`src/rtl/noc_link_pkg.sv`:
```
// Shared types, defaults and helpers for the credit-based inter-router link stage.
package noc_link_pkg;

  localparam int DEFAULT_FLIT_WIDTH = 128;
  localparam int DEFAULT_DEST_WIDTH = 6;

  // Packet framing as seen by the monitor at the upstream boundary.
  typedef enum logic {
    IDLE = 1'b0,
    BODY = 1'b1
  } link_state_e;

  // Bits needed to hold a credit count from 0 up to and including depth.
  function automatic int credit_width(input int depth);
    return $clog2(depth + 1);
  endfunction

endpackage

```
`src/rtl/noc_pipe_stage.sv`:
```
// One link register stage: a resettable valid bit plus a payload that is
// never reset, so a chain of these can map onto shift-register primitives.
// WIDTH=0 gives a valid-only stage whose payload port is a plain wire.
module noc_pipe_stage #(
  parameter int   WIDTH       = 1,
  parameter logic RESET_VALID = 1'b0,
  localparam int  PW          = (WIDTH > 0) ? WIDTH : 1
) (
  input  logic          clk,
  input  logic          rst_n,
  input  logic          valid_in,
  input  logic [PW-1:0] payload_in,
  output logic          valid_out,
  output logic [PW-1:0] payload_out
);

  // Valid bit: cleared by reset so in-flight flits/credits are discarded.
  // NOTE: sequential state is written with <= so every stage samples the
  // previous stage's old value on the same edge; = here would collapse the chain.
  always_ff @(posedge clk or negedge rst_n) begin
    if (!rst_n) valid_out <= RESET_VALID;
    else        valid_out <= valid_in;
  end

  if (WIDTH > 0) begin : g_payload
    // Payload capture, unconditionally every cycle; meaningless while valid_out=0.
    // NOTE: no reset on the payload on purpose -- a reset would prevent SRL
    // mapping, and the valid bit already marks the contents as garbage.
    always_ff @(posedge clk) begin
      payload_out <= payload_in;
    end
  end else begin : g_no_payload
    assign payload_out = payload_in;
  end

endmodule

```
`src/rtl/noc_pipeline_link.sv`:
```
// Credit-based link stage between two routers: NUM_PIPELINE register stages
// on the flit path and on the credit return path, plus a protocol monitor at
// the upstream boundary (credit count, framing, sticky errors, statistics).
module noc_pipeline_link
  import noc_link_pkg::*;
#(
  parameter int NUM_PIPELINE      = 1,
  parameter int FLIT_WIDTH        = DEFAULT_FLIT_WIDTH,
  parameter int DEST_WIDTH        = DEFAULT_DEST_WIDTH,
  parameter int FLIT_BUFFER_DEPTH = 4,
  parameter int CNT_WIDTH         = 32
) (
  input  logic                                        clk,
  input  logic                                        rst_n,
  input  logic [FLIT_WIDTH-1:0]                       data_in,
  input  logic [DEST_WIDTH-1:0]                       dest_in,
  input  logic                                        is_tail_in,
  input  logic                                        send_in,
  output logic                                        credit_out,
  output logic [FLIT_WIDTH-1:0]                       data_out,
  output logic [DEST_WIDTH-1:0]                       dest_out,
  output logic                                        is_tail_out,
  output logic                                        send_out,
  input  logic                                        credit_in,
  output logic [credit_width(FLIT_BUFFER_DEPTH)-1:0]  credits_avail,
  output logic                                        err_send_no_credit,
  output logic                                        err_credit_overflow,
  output logic                                        err_dest_change,
  output logic [CNT_WIDTH-1:0]                        flit_count,
  output logic [CNT_WIDTH-1:0]                        pkt_count
);

  localparam int                PW       = FLIT_WIDTH + DEST_WIDTH + 1;
  localparam int                CRED_W   = credit_width(FLIT_BUFFER_DEPTH);
  localparam logic [CRED_W-1:0] CRED_MAX = CRED_W'(FLIT_BUFFER_DEPTH);

  // ---------------------------------------------------------------------------
  // Pipeline chains; index 0 is the input side, NUM_PIPELINE the output side.
  // ---------------------------------------------------------------------------
  logic [PW-1:0] fwd_payload        [NUM_PIPELINE+1];
  logic          fwd_valid          [NUM_PIPELINE+1];
  logic          crd_valid          [NUM_PIPELINE+1];
  logic          crd_payload_unused [NUM_PIPELINE+1];

  assign fwd_payload[0]        = {is_tail_in, dest_in, data_in};
  assign fwd_valid[0]          = send_in;
  assign crd_valid[0]          = credit_in;
  assign crd_payload_unused[0] = 1'b0;

  for (genvar i = 0; i < NUM_PIPELINE; i++) begin : g_stage
    noc_pipe_stage #(.WIDTH(PW), .RESET_VALID(1'b0)) u_fwd (
      .clk         (clk),
      .rst_n       (rst_n),
      .valid_in    (fwd_valid[i]),
      .payload_in  (fwd_payload[i]),
      .valid_out   (fwd_valid[i+1]),
      .payload_out (fwd_payload[i+1])
    );

    noc_pipe_stage #(.WIDTH(0), .RESET_VALID(1'b0)) u_crd (
      .clk         (clk),
      .rst_n       (rst_n),
      .valid_in    (crd_valid[i]),
      .payload_in  (crd_payload_unused[i]),
      .valid_out   (crd_valid[i+1]),
      .payload_out (crd_payload_unused[i+1])
    );
  end

  assign {is_tail_out, dest_out, data_out} = fwd_payload[NUM_PIPELINE];
  assign send_out   = fwd_valid[NUM_PIPELINE];
  assign credit_out = crd_valid[NUM_PIPELINE];

  // ---------------------------------------------------------------------------
  // Sender credit count, tracked with send_in and the delayed credit_out.
  // ---------------------------------------------------------------------------
  logic [CRED_W-1:0] credits_next;
  logic              no_credit_hit;
  logic              overflow_hit;

  // Credit update: saturate at both ends and flag the protocol violation instead.
  // NOTE: every always_comb output gets a default first so no path leaves it
  // unassigned -- otherwise synthesis infers a latch.
  always_comb begin
    credits_next  = credits_avail;
    no_credit_hit = 1'b0;
    overflow_hit  = 1'b0;
    if (send_in && !credit_out) begin
      if (credits_avail == '0) no_credit_hit = 1'b1;
      else                     credits_next  = credits_avail - 1'b1;
    end else if (credit_out && !send_in) begin
      if (credits_avail == CRED_MAX) overflow_hit = 1'b1;
      else                           credits_next = credits_avail + 1'b1;
    end
  end

  // ---------------------------------------------------------------------------
  // Packet framing monitor.
  // ---------------------------------------------------------------------------
  link_state_e           state, state_next;
  logic [DEST_WIDTH-1:0] dest_latched;
  logic                  latch_dest;
  logic                  pkt_done;
  logic                  dest_mismatch;

  // Framing next-state: a head flit opens a packet, its tail closes it.
  always_comb begin
    state_next    = state;
    latch_dest    = 1'b0;
    pkt_done      = 1'b0;
    dest_mismatch = 1'b0;
    if (send_in) begin
      unique case (state)
        IDLE: begin
          if (is_tail_in) begin
            pkt_done = 1'b1;
          end else begin
            state_next = BODY;
            latch_dest = 1'b1;
          end
        end
        BODY: begin
          dest_mismatch = (dest_in != dest_latched);
          if (is_tail_in) begin
            pkt_done   = 1'b1;
            state_next = IDLE;
          end
        end
        default: state_next = IDLE;
      endcase
    end
  end

  // Framing state and the head-flit destination used for mid-packet compares.
  always_ff @(posedge clk or negedge rst_n) begin
    if (!rst_n) begin
      state        <= IDLE;
      dest_latched <= '0;
    end else begin
      state <= state_next;
      if (latch_dest) dest_latched <= dest_in;
    end
  end

  // Credit count, sticky error flags and saturating statistics counters.
  always_ff @(posedge clk or negedge rst_n) begin
    if (!rst_n) begin
      credits_avail       <= CRED_MAX;
      err_send_no_credit  <= 1'b0;
      err_credit_overflow <= 1'b0;
      err_dest_change     <= 1'b0;
      flit_count          <= '0;
      pkt_count           <= '0;
    end else begin
      credits_avail <= credits_next;
      if (no_credit_hit) err_send_no_credit  <= 1'b1;
      if (overflow_hit)  err_credit_overflow <= 1'b1;
      if (dest_mismatch) err_dest_change     <= 1'b1;
      if (send_in && (flit_count != '1)) flit_count <= flit_count + CNT_WIDTH'(1);
      if (pkt_done && (pkt_count != '1))  pkt_count  <= pkt_count + CNT_WIDTH'(1);
    end
  end

endmodule

```
`config.mk`:
```
export PLATFORM = sky130hd
export DESIGN_NAME = noc_pipeline_link
export DESIGN_NICKNAME = d
export VERILOG_FILES = /design/src/rtl/noc_link_pkg.sv /design/src/rtl/noc_pipe_stage.sv /design/src/rtl/noc_pipeline_link.sv
export SDC_FILE = /design/constraint.sdc
export NUM_CORES = 1
export LEC_CHECK = 0
export BUFFER_PORTS_ARGS = -buffer_cell sky130_fd_sc_hd__buf_2
export CORE_AREA = 2 2 135 137
export DETAILED_ROUTE_END_ITERATION = 12
export DIE_AREA = 0 0 137 139
export PLACE_DENSITY = 0.68
export RECOVER_POWER = 25
export SLEW_MARGIN = 20
export SYNTH_ARGS = -nofsm -noshare
export SYNTH_HDL_FRONTEND = slang
export SYNTH_SLANG_ARGS = --single-unit
```
`constraint.sdc`:
```
create_clock -name clk -period 3.48 [get_ports clk]
set_input_delay 0.522 -clock clk [delete_from_list [all_inputs] [get_ports clk]]
set_output_delay 0.522 -clock clk [all_outputs]
set_load 0.05 [all_outputs]
```
* Word level (Yosys, flattened, before mapping)
Index checks and enable logic that the tools add are counted.
** Storage, ports and cells
- Register bits :: 214
- Bits in latches :: 0
- Bits in writable memories :: 0
- Bits in read-only memories :: 0
- Input bits :: 139
- Output and inout bits :: 207
- Word-level logic and storage cells :: 46
- Memories kept :: 0
** Operators by class
- $add $sub $neg :: 4
- $mul :: 0
- Divide/modulo/power cells :: 0
- Magnitude comparators :: 0
- Equal/unequal tests :: 6
- Shift operators :: 0
- Multiplexer cells :: 16
- Bitwise operators :: 0
- Reduce and logical (&&, ||, !) cells :: 9
** Operators with widths (count)
- $add 32x1->32 const B :: 2
- $ne 32x32->1 const B :: 2
- $mux 1 :: 12
- $mux 3 :: 4
- $ne 6x6->1 :: 1
- $logic_and 1x1->1 :: 4
- $ne 2x2->1 const B :: 2
- $add 3x1->3 const B :: 1
- $eq 3x3->1 const B :: 1
- $logic_not 3->1 :: 1
- $reduce_and 3->1 :: 1
- $sub 3x1->3 const B :: 1
- $logic_not 1->1 :: 2
- $reduce_bool 2->1 :: 1

* Depth between registers and ports, before layout
Gate-level depths: netlist (run 1).
- Depth in word-level cells :: 4
- Mapped depth :: 9
- Mapped depth without buffers :: 9

* Cells and area by module
A second synthesis (run 1) with hierarchy kept.
** Second synthesis, totals
- Cell total of the unflattened synthesis :: 490
- Area total of the unflattened synthesis :: 6546.3 um2
** Modules (own cells, without submodules)
- noc_pipeline_link :: instances 1, cells each 352, area an instance 3786.1 um2, seq. area each 1928.1 um2
- noc_pipe_stage at g_stage[0].u_fwd :: instances 1, cells each 136, area an instance 2727.6 um2, seq. area each 2727.6 um2
- noc_pipe_stage at g_stage[0].u_crd :: instances 1, cells each 2, area an instance 32.5 um2, seq. area each 25.0 um2

* Least setup slack after synthesis (run 1)
No wires, ideal clock.
- Path type :: flip-flop to flip-flop
- From :: register pkt_count[8]
- To :: register pkt_count[1]
- Library setup time :: 0.125 ns
- Arrival time :: 2.358 ns
- Data required time :: 3.355 ns
- Path slack :: 0.997 ns
- Cell stages (with the launch flop) :: 7
- Path buffers :: 1
- Clock period less this slack :: 2.483 ns
- Cells stage by stage :: dfrtp_1 > nand4_1 > or3_4 > or4_4 > buf_6 > nand2_4 > mux2_4
** Between the ends
- Word-level cells in the longest chain between the ends :: 2
** Ends and longest elaborated chain
- start, declared :: RTL line noc_pipeline_link.sv:30 : output logic [CNT_WIDTH-1:0] pkt_count
- start signal, assigned :: RTL line noc_pipeline_link.sv:160 : if (pkt_done && (pkt_count != '1)) pkt_count <= pkt_count + CNT_WIDTH'(1);
- $ne 32x32->1 :: RTL line noc_pipeline_link.sv:160
- $logic_and 1x1->1 :: RTL line noc_pipeline_link.sv:160
Every way passes these cells.
A chain may end at the register's enable or synchronous reset.

* Worst setup path in the final report (run 1)
- From :: register pkt_count[8]
- To :: register pkt_count[31]
** Between the ends
- Word-level cells in the longest chain between the ends :: 2
- Elaborated cells between the ends (all ways) :: 3
- Classes of those cells :: add/sub: 1; eq/ne: 1; reduce/logical: 1
** Ends and longest elaborated chain
- branches (longest 2 deep; another with $add 32x1->32)
Several ways; the timed one is not identified.

==> reports/metrics.cfg, run 1 <==
[sta]
fin_crit_ps = 2270
finalSetupViolCount = 0
clock.fmax_mhz = 440
finalSetupTns_ps = 0
rsz0062_at_grt = no
report.final.slew_viol_count = 0
setup_ws_ps = 1210
fin_crit_sh_pct = 65.4
relSlewSlack_pct = 46.3
hold_viol_final = 0
tightest_slew_ps = 798
fin_skew_ps = 8.94

[clock_tree]
cts-resized-gates = 0
cts_tree = done
cts-root-buf = clkbuf_16
numCtsBuffers = 23
h-tree-depth = 1
post-cts-setup-buffers = 0
ctsHoldBuffers = 0
clk_path_buf_depth = 3
clkSinkCount = 214
clk_latency_ps = 500
clkTransAtPathRegs_ps = 60

[synth]
synth_edf_count = 0
netlist_area_mm2 = 0.00651
yosysMostFrequentCell = dfxtp_1
synthDistinctLibCells = 42
yosysTopAreaCellShare_pct = 41.5
syn-num-nets = 628
yosysWarnings = 0
ys.flop_type = dfxtp_1
async_flop_share_pct = 36.9
avgSynthCellArea_um2 = 13.5
synth_area_leader_cell = dfxtp_1
synth_area_leaders = dfxtp_1 42%, dfrtp_1 30%, xnor2_1 6.2%
synth_cells = 484
yosysSeqAreaShare_pct = 71.9
synth_common_cells = 135 x dfxtp_1, 78 x dfrtp_1, 46 x xnor2_1
ys_seq_elements = 214

[finish]
final_util_pct = 52.5
fin_cells = 1097
drive_above_1_share_pct = 46.2
fillCellCount = 1603
nets = 993
area_delta_synth_final_pct = 42.4

[critical_path]
crit_required_ps = 3860
crit_chain = nand4_1 > nor4_1 > nor3b_1 > nand4b_1 > xnor2_1
crit_path_start_kind = flop
crit_path_max_fanout = 6
endpoint_kind = flop
worstPathArrival_ps = 2660
critPathSlowestCell = nor4_1
cpPeakStageDelay_ps = 730
worstSetupPathType = flop to flop

[die]
chipWidth_um = 137
std_cell_rows = 49
fp.coreArea_mm2 = 0.0177
top_level_ports = 346
die_y_um = 139
fp.dieArea_mm2 = 0.0190
start_util_pct = 36.9

[global_routing]
grt_pass1_vias = 4891
antenna_found_initial = 9
grt_max_degree = 80
grt_pass1_wl_um = 28800
grt.total_usage_pct = 20.0
overflow = 0

[placed_design]
gp_congestion = 0.850
place_hpwl_um = 15300
port_buffers = 345
post-place-ws_ps = 1160
dp.cells = 1053

[job]
cap_violations = 0

[drt]
ant_nets = 0
vias = 5041
route.detailed.drc = 0
via_per_inst = 4.60
drt-total-wl_um = 19400
drtIter0Drc = 275
firstDrtPassIters = 4
routedWlPerCell_um = 17.7

[power_and_ir_drop]
power_density_mw_per_mm2 = 705
vdd_drop_max_mv = 0.560
total_leakage_power_nw = 4.64

[worst_hold_path]
hold_path_class = input port to async pin

[outcome]
outcome = complete, no violations

per-layer routing:
layer / global-route usage (%) / wire, um / vias to the layer above
met4: 5.70 / 430 / 12
met3: 8.48 / 1960 / 42
li1: - / - / 2414
met5: 0 / 66 / -
met1: 25.1 / 7630 / 2367
met2: 31.4 / 9300 / 206
state kept, by name, summed over array words and instances (netlist names), 3 cells and up:
signal	flops
dest_latched	6
flit_count	32
credits_avail	3
pkt_count	32
g_stage.u_fwd.payload_out	135
through the flow:
stage	hold WS (ps)	area (um^2)	total power, mW
after floorplan	226	6510	3.77
after global placement	449	8500	4.16
after detailed placement	467	8500	4.18
after CTS	98.4	9260	6.61
after global routing	93.1	9270	6.81
final	61.4	9270	6.54
cell type report:
type                       count  area (um^2)  area share (%)
antenna                        3         7.51          0.0810
sequential                   214         4680            50.5
multi-input combinational    255         1760            19.0
clock inverter                 6         61.3           0.661
timing repair buffer         346         1740            18.8
tap                          229          287            3.09
clock buffer                  35          703            7.58
inverter                       9         33.8           0.364
cells by family (layout without fill, tap and decap cells):
group	count (synthesis)	count (layout)	share of synthesized area, %
DFF	214	214	71.9
AOI/OAI and AO/OA	23	23	2.33
and+or+nand+nor	153	153	13.3
adders and majority gates	5	5	1.08
buffers and inverters	15	396	1.11
muxes	8	8	1.44
other	0	3	0
xor gates and xnor gates	66	66	8.88
layout by cell type, fill, tap and decap left out, types with 2 or more instances in the layout:
master     instances
a21oi_1            5
a31o_2             2
a31oi_1            6
and2_1             5
and3_1            15
and4_1            10
buf_2            344
clkbuf_1           6
clkbuf_16         25
clkbuf_8           4
clkinv_2           2
dfrtp_1           78
dfxtp_1          135
diode_2            3
ha_1               4
inv_1              9
inv_4              2
mux2_2             7
nand2_1           24
nand3_1           25
nand4_1           29
nor2_1            19
nor3_1             3
nor4_1            10
o21ai_0            4
or2_2              4
xnor2_1           46
xor2_1            20
worst paths after layout:
check	start	to	slack (ps)	cells past startpoint
setup / recovery	pkt_count[8]	pkt_count[31]	1210	5
hold / removal	rst_n	pkt_count[16]	60	1
setup reg to reg	pkt_count[8]	pkt_count[31]	1210	5
hold reg to reg	err_send_no_credit	err_send_no_credit	480	1
max in group asynchronous	rst_n	flit_count[25]	2920	1
min in group clk	data_in[42]	g_stage[0].u_fwd.payload_out[42]	120	1
power breakdown:
group,total [mW],switching (mW),internal (mW)
clock network,2.41,0.944,1.47
logic,1.28,0.948,0.333
registers,2.84,0.169,2.68
total,6.54,2.06,4.48
critical path: cells and delay by family (launching register included):
family / cells / cell delay [ps]
xor gates and xnor gates: 1 / 150
and+or+nand+nor: 4 / 1590
DFF: 1 / 430
Power figures use the tool's default switching activity.
==> run 2: changes to the inputs <==
- CORE_AREA: 2 2 135 137 -> 2 2 133 135
- DIE_AREA: 0 0 137 139 -> 0 0 135 137
- PLACE_DENSITY: 0.68 -> 0.7
- clock period: 3.48 -> 2.1 ns (I/O delays scaled with it)
==> run 2 against run 1 <==
Final cell count grew 14%. Core utilization grew 11 points. Die area shrank 2.9%. Hold slack gained 170 ps. Largest power group unchanged. Global-route usage grew 3.2 points. First-iteration DRC count grew 1.5%. Maximum frequency grew 12%. Sequential share of layout area shrank 7.1 points. Cell area grew 17%. Critical path depth grew 1.
==> reports/metrics.cfg, run 2 (synthesis gave the netlist of run 1 again) <==
[placed_design]
gp_congestion = 0.844
place_hpwl_um = 14800
dp.cells = 1073
post-place-ws_ps = 64.7
port_buffers = 345

[power_and_ir_drop]
vdd_drop_max_mv = 0.600
clkPwrFrac_pct = 36.3
power_density_mw_per_mm2 = 1030
total_leakage_power_nw = 5.26
power_frac_seq_pct = 42.2
comb_power_share_pct = 21.5
p_switching_mw = 3.58
netSwitchingFraction_pct = 32.0
p_total_mw = 11.2
power.internal_mw = 7.62

[drt]
wl_met1_um = 8810
routedWlPerCell_um = 17.9
drt-total-wl_um = 22400
wl_met2_um = 11200
route.detailed.drc = 0
ant_nets = 0
routed.top_layer = met4
drtIter0Drc = 279
dr_wl_met3_um = 1280
vias = 5839
via_per_inst = 4.66
firstDrtPassIters = 5

[die]
std_cell_rows = 48
chipWidth_um = 135
die_y_um = 137
fp.coreArea_mm2 = 0.0171
fp.dieArea_mm2 = 0.0185
start_util_pct = 38.2
top_level_ports = 346

[clock_tree]
numCtsBuffers = 23
clk_latency_ps = 500
cts_tree = done
h-tree-depth = 1
cts-root-buf = clkbuf_16
clkTransAtPathRegs_ps = 60
clkSinkCount = 214
clk_path_buf_depth = 3

[critical_path]
cpPeakStageDelay_ps = 560
crit_path_start_kind = flop
crit_path_max_fanout = 10
worstSetupPathType = flop to flop
reg2reg_setup_slack_ps = 70
r2r_cells = 6
worstPathArrival_ps = 2450
critPathSlowestCell = or4_4
endpoint_kind = flop
crit_required_ps = 2520
crit_chain = nand2_1 > or3_4 > or4_4 > buf_4 > nand4_1 > xnor2_1

[finish]
drive_above_1_share_pct = 43.9
n_antenna_cell = 0
area_delta_synth_final_pct = 67.0
top_register = g_stage.u_fwd.payload_out
fillCellCount = 1297
top_regs = g_stage.u_fwd.payload_out x135, flit_count x32, pkt_count x32
final_common_cell = buf_2
final_util_pct = 63.8
nets = 1155
final_cell_mix = 333 x buf_2, 137 x dlygate4sd3_1, 135 x dfxtp_1, 46 x xnor2_1, 45 x dfrtp_1
largest_reg_flops = 135
fin_cells = 1253

[sta]
fin_crit_sh_pct = 96.5
hold_viol_final = 0
fin_skew_ps = 5.84
clock.fmax_mhz = 493
setup_ws_ps = 73.4
finalSetupViolCount = 0
relSlewSlack_pct = 66.7
report.final.slew_viol_count = 0
rsz0062_at_grt = no
fin_crit_ps = 2030
finalSetupTns_ps = 0
tightest_slew_ps = 498

[global_routing]
overflow = 0
grt_pass1_wl_um = 33100
grt.total_usage_pct = 23.1
antenna_found_initial = 0
grt_pass1_vias = 6042
grt_max_degree = 38

[worst_hold_path]
whs_path_depth = 2
hold_path_class = input port to flop

[job]
cap_violations = 0

[outcome]
outcome = complete, no violations

run 2: changes by cell type in the layout (fill, tap and decap cells not counted), moves of 2 or more:
cell	before	now
clkbuf_1	6	16
diode_2	3	0
buf_2	344	333
clkbuf_16	25	23
clkbuf_2	0	2
inv_4	2	0
buf_4	1	25
dlygate4sd3_1	0	137
dfrtp_2	0	33
dfrtp_1	78	45
run 2: timing repair:
action                                  4_1_cts  5_1_grt
hold endpoints to repair                    166        0
endpoints found under the setup margin        0       13
buffers inserted                              0        1
hold buffers                                137        0
resized for setup                             0        1
run 2: cell type report:
type	count	area, um^2	area share [%]
Timing Repair Buffer	508	3290	30.3
Clock inverter	8	113	1.04
Inverter	9	33.8	0.311
Sequential cell	214	4720	43.4
Tap cell	225	282	2.59
Multi-Input combinational cell	255	1780	16.3
Clock buffer	34	657	6.04
run 2: per-layer routing:
layer / up-vias / track usage (%)
li1: 2731 / -
met4: 0 / 11.5
met1: 2794 / 28.4
met5: - / 0
met3: 61 / 5.04
met2: 253 / 38.6
run 2: power groups by stage:
stage	sequential [mW]	combinational (mW)	clock, mW
2_1_floorplan	5.86	0.399	0
3_3_place_gp	4.79	2.17	0
3_5_place_dp	4.80	2.19	0
4_1_cts	4.72	2.39	4.13
5_1_grt	4.78	2.52	4.31
6_report	4.73	2.41	4.07
run 2: final timing paths:
| path | startpoint | end |
|---|---|---|
| worst min register to register | err_credit_overflow | err_credit_overflow |
| max in group asynchronous | rst_n | credits_avail[2] |
| worst max register to register | pkt_count[15] | pkt_count[6] |
| worst min-delay path | send_in | g_stage[0].u_fwd.valid_out |
| worst max-delay path | pkt_count[15] | pkt_count[6] |
| min in group asynchronous | rst_n | pkt_count[19] |
run 2: stage by stage:
stage / cell area, um^2 / hold slack, ps
after floorplan: 6560 / 19.4
after global placement: 8740 / 284
after detailed placement: 8740 / 289
after CTS: 10900 / 177
after global routing: 10900 / 248
final: 10900 / 228
run 2: critical path: cells and delay by family, from the launching register on:
| family | cells | cell delay [ps] |
|---|---|---|
| xor gates and xnor gates | 1 | 130 |
| buffers and inverters | 1 | 200 |
| DFF | 1 | 390 |
| and+or+nand+nor | 4 | 1220 |
==> run 3: changes to the inputs <==
- RECOVER_POWER: 25 -> default
==> run 3 against run 2 <==
Sequential share of layout area shrank 0.060 points. Sequential cell count unchanged. Count of clock-buffer cells in the layout stayed put. Power is essentially flat. Maximum frequency decreased by 0.24%. Core utilization rose by 0.088 points. Wire length is 0.17% lower. Via count about the same. Critical path depth did not move. Critical path type unchanged.
==> reports/metrics.cfg, run 3 (synthesis gave the netlist of run 1 again) <==
[die]
std_cell_rows = 48
fp.coreArea_mm2 = 0.0171
fp.dieArea_mm2 = 0.0185
top_level_ports = 346
die_y_um = 137
start_util_pct = 38.2
chipWidth_um = 135

[power_and_ir_drop]
power.internal_mw = 7.63
clkPwrFrac_pct = 36.3
p_total_mw = 11.2
power_density_mw_per_mm2 = 1030
vdd_drop_max_mv = 0.596
p_switching_mw = 3.58
power_frac_seq_pct = 42.2
netSwitchingFraction_pct = 31.9
comb_power_share_pct = 21.5
total_leakage_power_nw = 5.28

[finish]
drive_above_1_share_pct = 44.8
top_register = g_stage.u_fwd.payload_out
final_util_pct = 63.8
final_common_cell = buf_2
n_antenna_cell = 0
final_cell_mix = 344 x buf_2, 137 x dlygate4sd3_1, 135 x dfxtp_1, 46 x xnor2_1, 45 x dfrtp_1
top_regs = g_stage.u_fwd.payload_out x135, flit_count x32, pkt_count x32
nets = 1155
largest_reg_flops = 135
area_delta_synth_final_pct = 67.3

[critical_path]
reg2reg_setup_slack_ps = 70
crit_chain = nand2_1 > or3_4 > or4_4 > buf_4 > nand4_1 > xnor2_1
critPathSlowestCell = or4_4
regToRegEndpoint = pkt_count[6]
r2r_cells = 6
crit_required_ps = 2520
worstPathArrival_ps = 2450
cpPeakStageDelay_ps = 560
crit_path_max_fanout = 10
worst-path-buf-inv = 1
r2r_start = pkt_count[15]
crit_family = simple AND/OR/NAND/NOR gates
worstSetupPathType = flop to flop
endpoint_kind = flop
crit_path_start_kind = flop

[global_routing]
grt_pass1_vias = 6042
met3_usage_pct = 5.04
overflow = 0
grt_use_met2_pct = 38.6
grt_pass1_wl_um = 33100
grt_busiest_layer = met2
grt.total_usage_pct = 23.1
grt_max_degree = 38
antenna_found_initial = 0
grtUsageMet1_pct = 28.4

[sta]
fin_crit_sh_pct = 96.7
tightest_slew_ps = 498
fin_crit_ps = 2030
hold_viol_final = 0
clock.fmax_mhz = 492
relSlewSlack_pct = 66.7
rsz0062_at_grt = no
fin_skew_ps = 5.76
report.final.slew_viol_count = 0
finalSetupViolCount = 0
setup_ws_ps = 68.4

[outcome]
outcome = complete, no violations

[placed_design]
port_buffers = 345
gp_congestion = 0.844
post-place-ws_ps = 64.7
place_hpwl_um = 14800

[drt]
drt-total-wl_um = 22400
drtIter0Drc = 263
routedWlPerCell_um = 17.9
ant_nets = 0
vias = 5837
firstDrtPassIters = 5
route.detailed.drc = 0
via_per_inst = 4.66

[clock_tree]
cts-root-buf = clkbuf_16
clk_path_buf_depth = 3
clk_latency_ps = 500
clkTransAtPathRegs_ps = 60
clkSinkCount = 214
h-tree-depth = 1
cts_tree = done
numCtsBuffers = 23

[worst_hold_path]
hold_path_class = input port to flop
whs_path_depth = 2
hold_end = g_stage[0].u_fwd.valid_out
min_from = send_in

[job]
cap_violations = 0

run 3: cell count changes in the layout (fill, tap and decap cells not counted), sizes merged:
cell and change:
buf +11, clkbuf -11
run 3: area by class of cell:
cell class | instances | area (um^2)
clock buffers | 34 | 657
clock inverters | 8 | 113
fillers | 1289 | 6170
inverters | 9 | 33.8
multi-input cells | 255 | 1780
flip-flops and latches | 214 | 4720
well taps | 225 | 282
repair buffers | 508 | 3310
run 3: worst max path at each step:
stage,startpoint,end,cells past startpoint
floorplan,pkt_count[8],pkt_count[1],6
global placement,pkt_count[9],pkt_count[1],5
detailed placement,pkt_count[9],pkt_count[6],6
CTS,pkt_count[9],pkt_count[6],6
global route,pkt_count[15],pkt_count[29],6
finish,pkt_count[15],pkt_count[6],6
run 3: timing repair:
action | CTS | global route
setup buffers | 0 | 1
setup endpoints to repair | 0 | 13
resized for setup | 0 | 1
hold buffers | 137 | 0
endpoints found under the hold margin | 166 | 0
run 3: through the flow:
stage | cells | setup TNS (ps) | cell area (um^2) | hold slack [ps]
floorplan | 484 | -143 | 6560 | 19.4
global placement | 1073 | 0 | 8740 | 284
detailed placement | 1073 | 0 | 8740 | 289
CTS | 1252 | 0 | 10900 | 177
global route | 1253 | 0 | 10900 | 180
finish | 1253 | 0 | 10900 | 182
run 3: power groups by stage:
| stage | Sequential, mW | Clock (mW) | Combinational [mW] |
|---|---|---|---|
| after floorplan | 5.86 | 0 | 0.399 |
| after global placement | 4.79 | 0 | 2.17 |
| after detailed placement | 4.80 | 0 | 2.19 |
| after CTS | 4.72 | 4.13 | 2.39 |
| after global routing | 4.78 | 4.31 | 2.52 |
| final | 4.73 | 4.07 | 2.41 |
run 3: per-layer routing:
metal | share of wire, % | wire [um]
met2 | 50 | 11200
met1 | 39 | 8770
met4 | 5.1 | 1140
met3 | 5.8 | 1300
met5 | 0 | 0
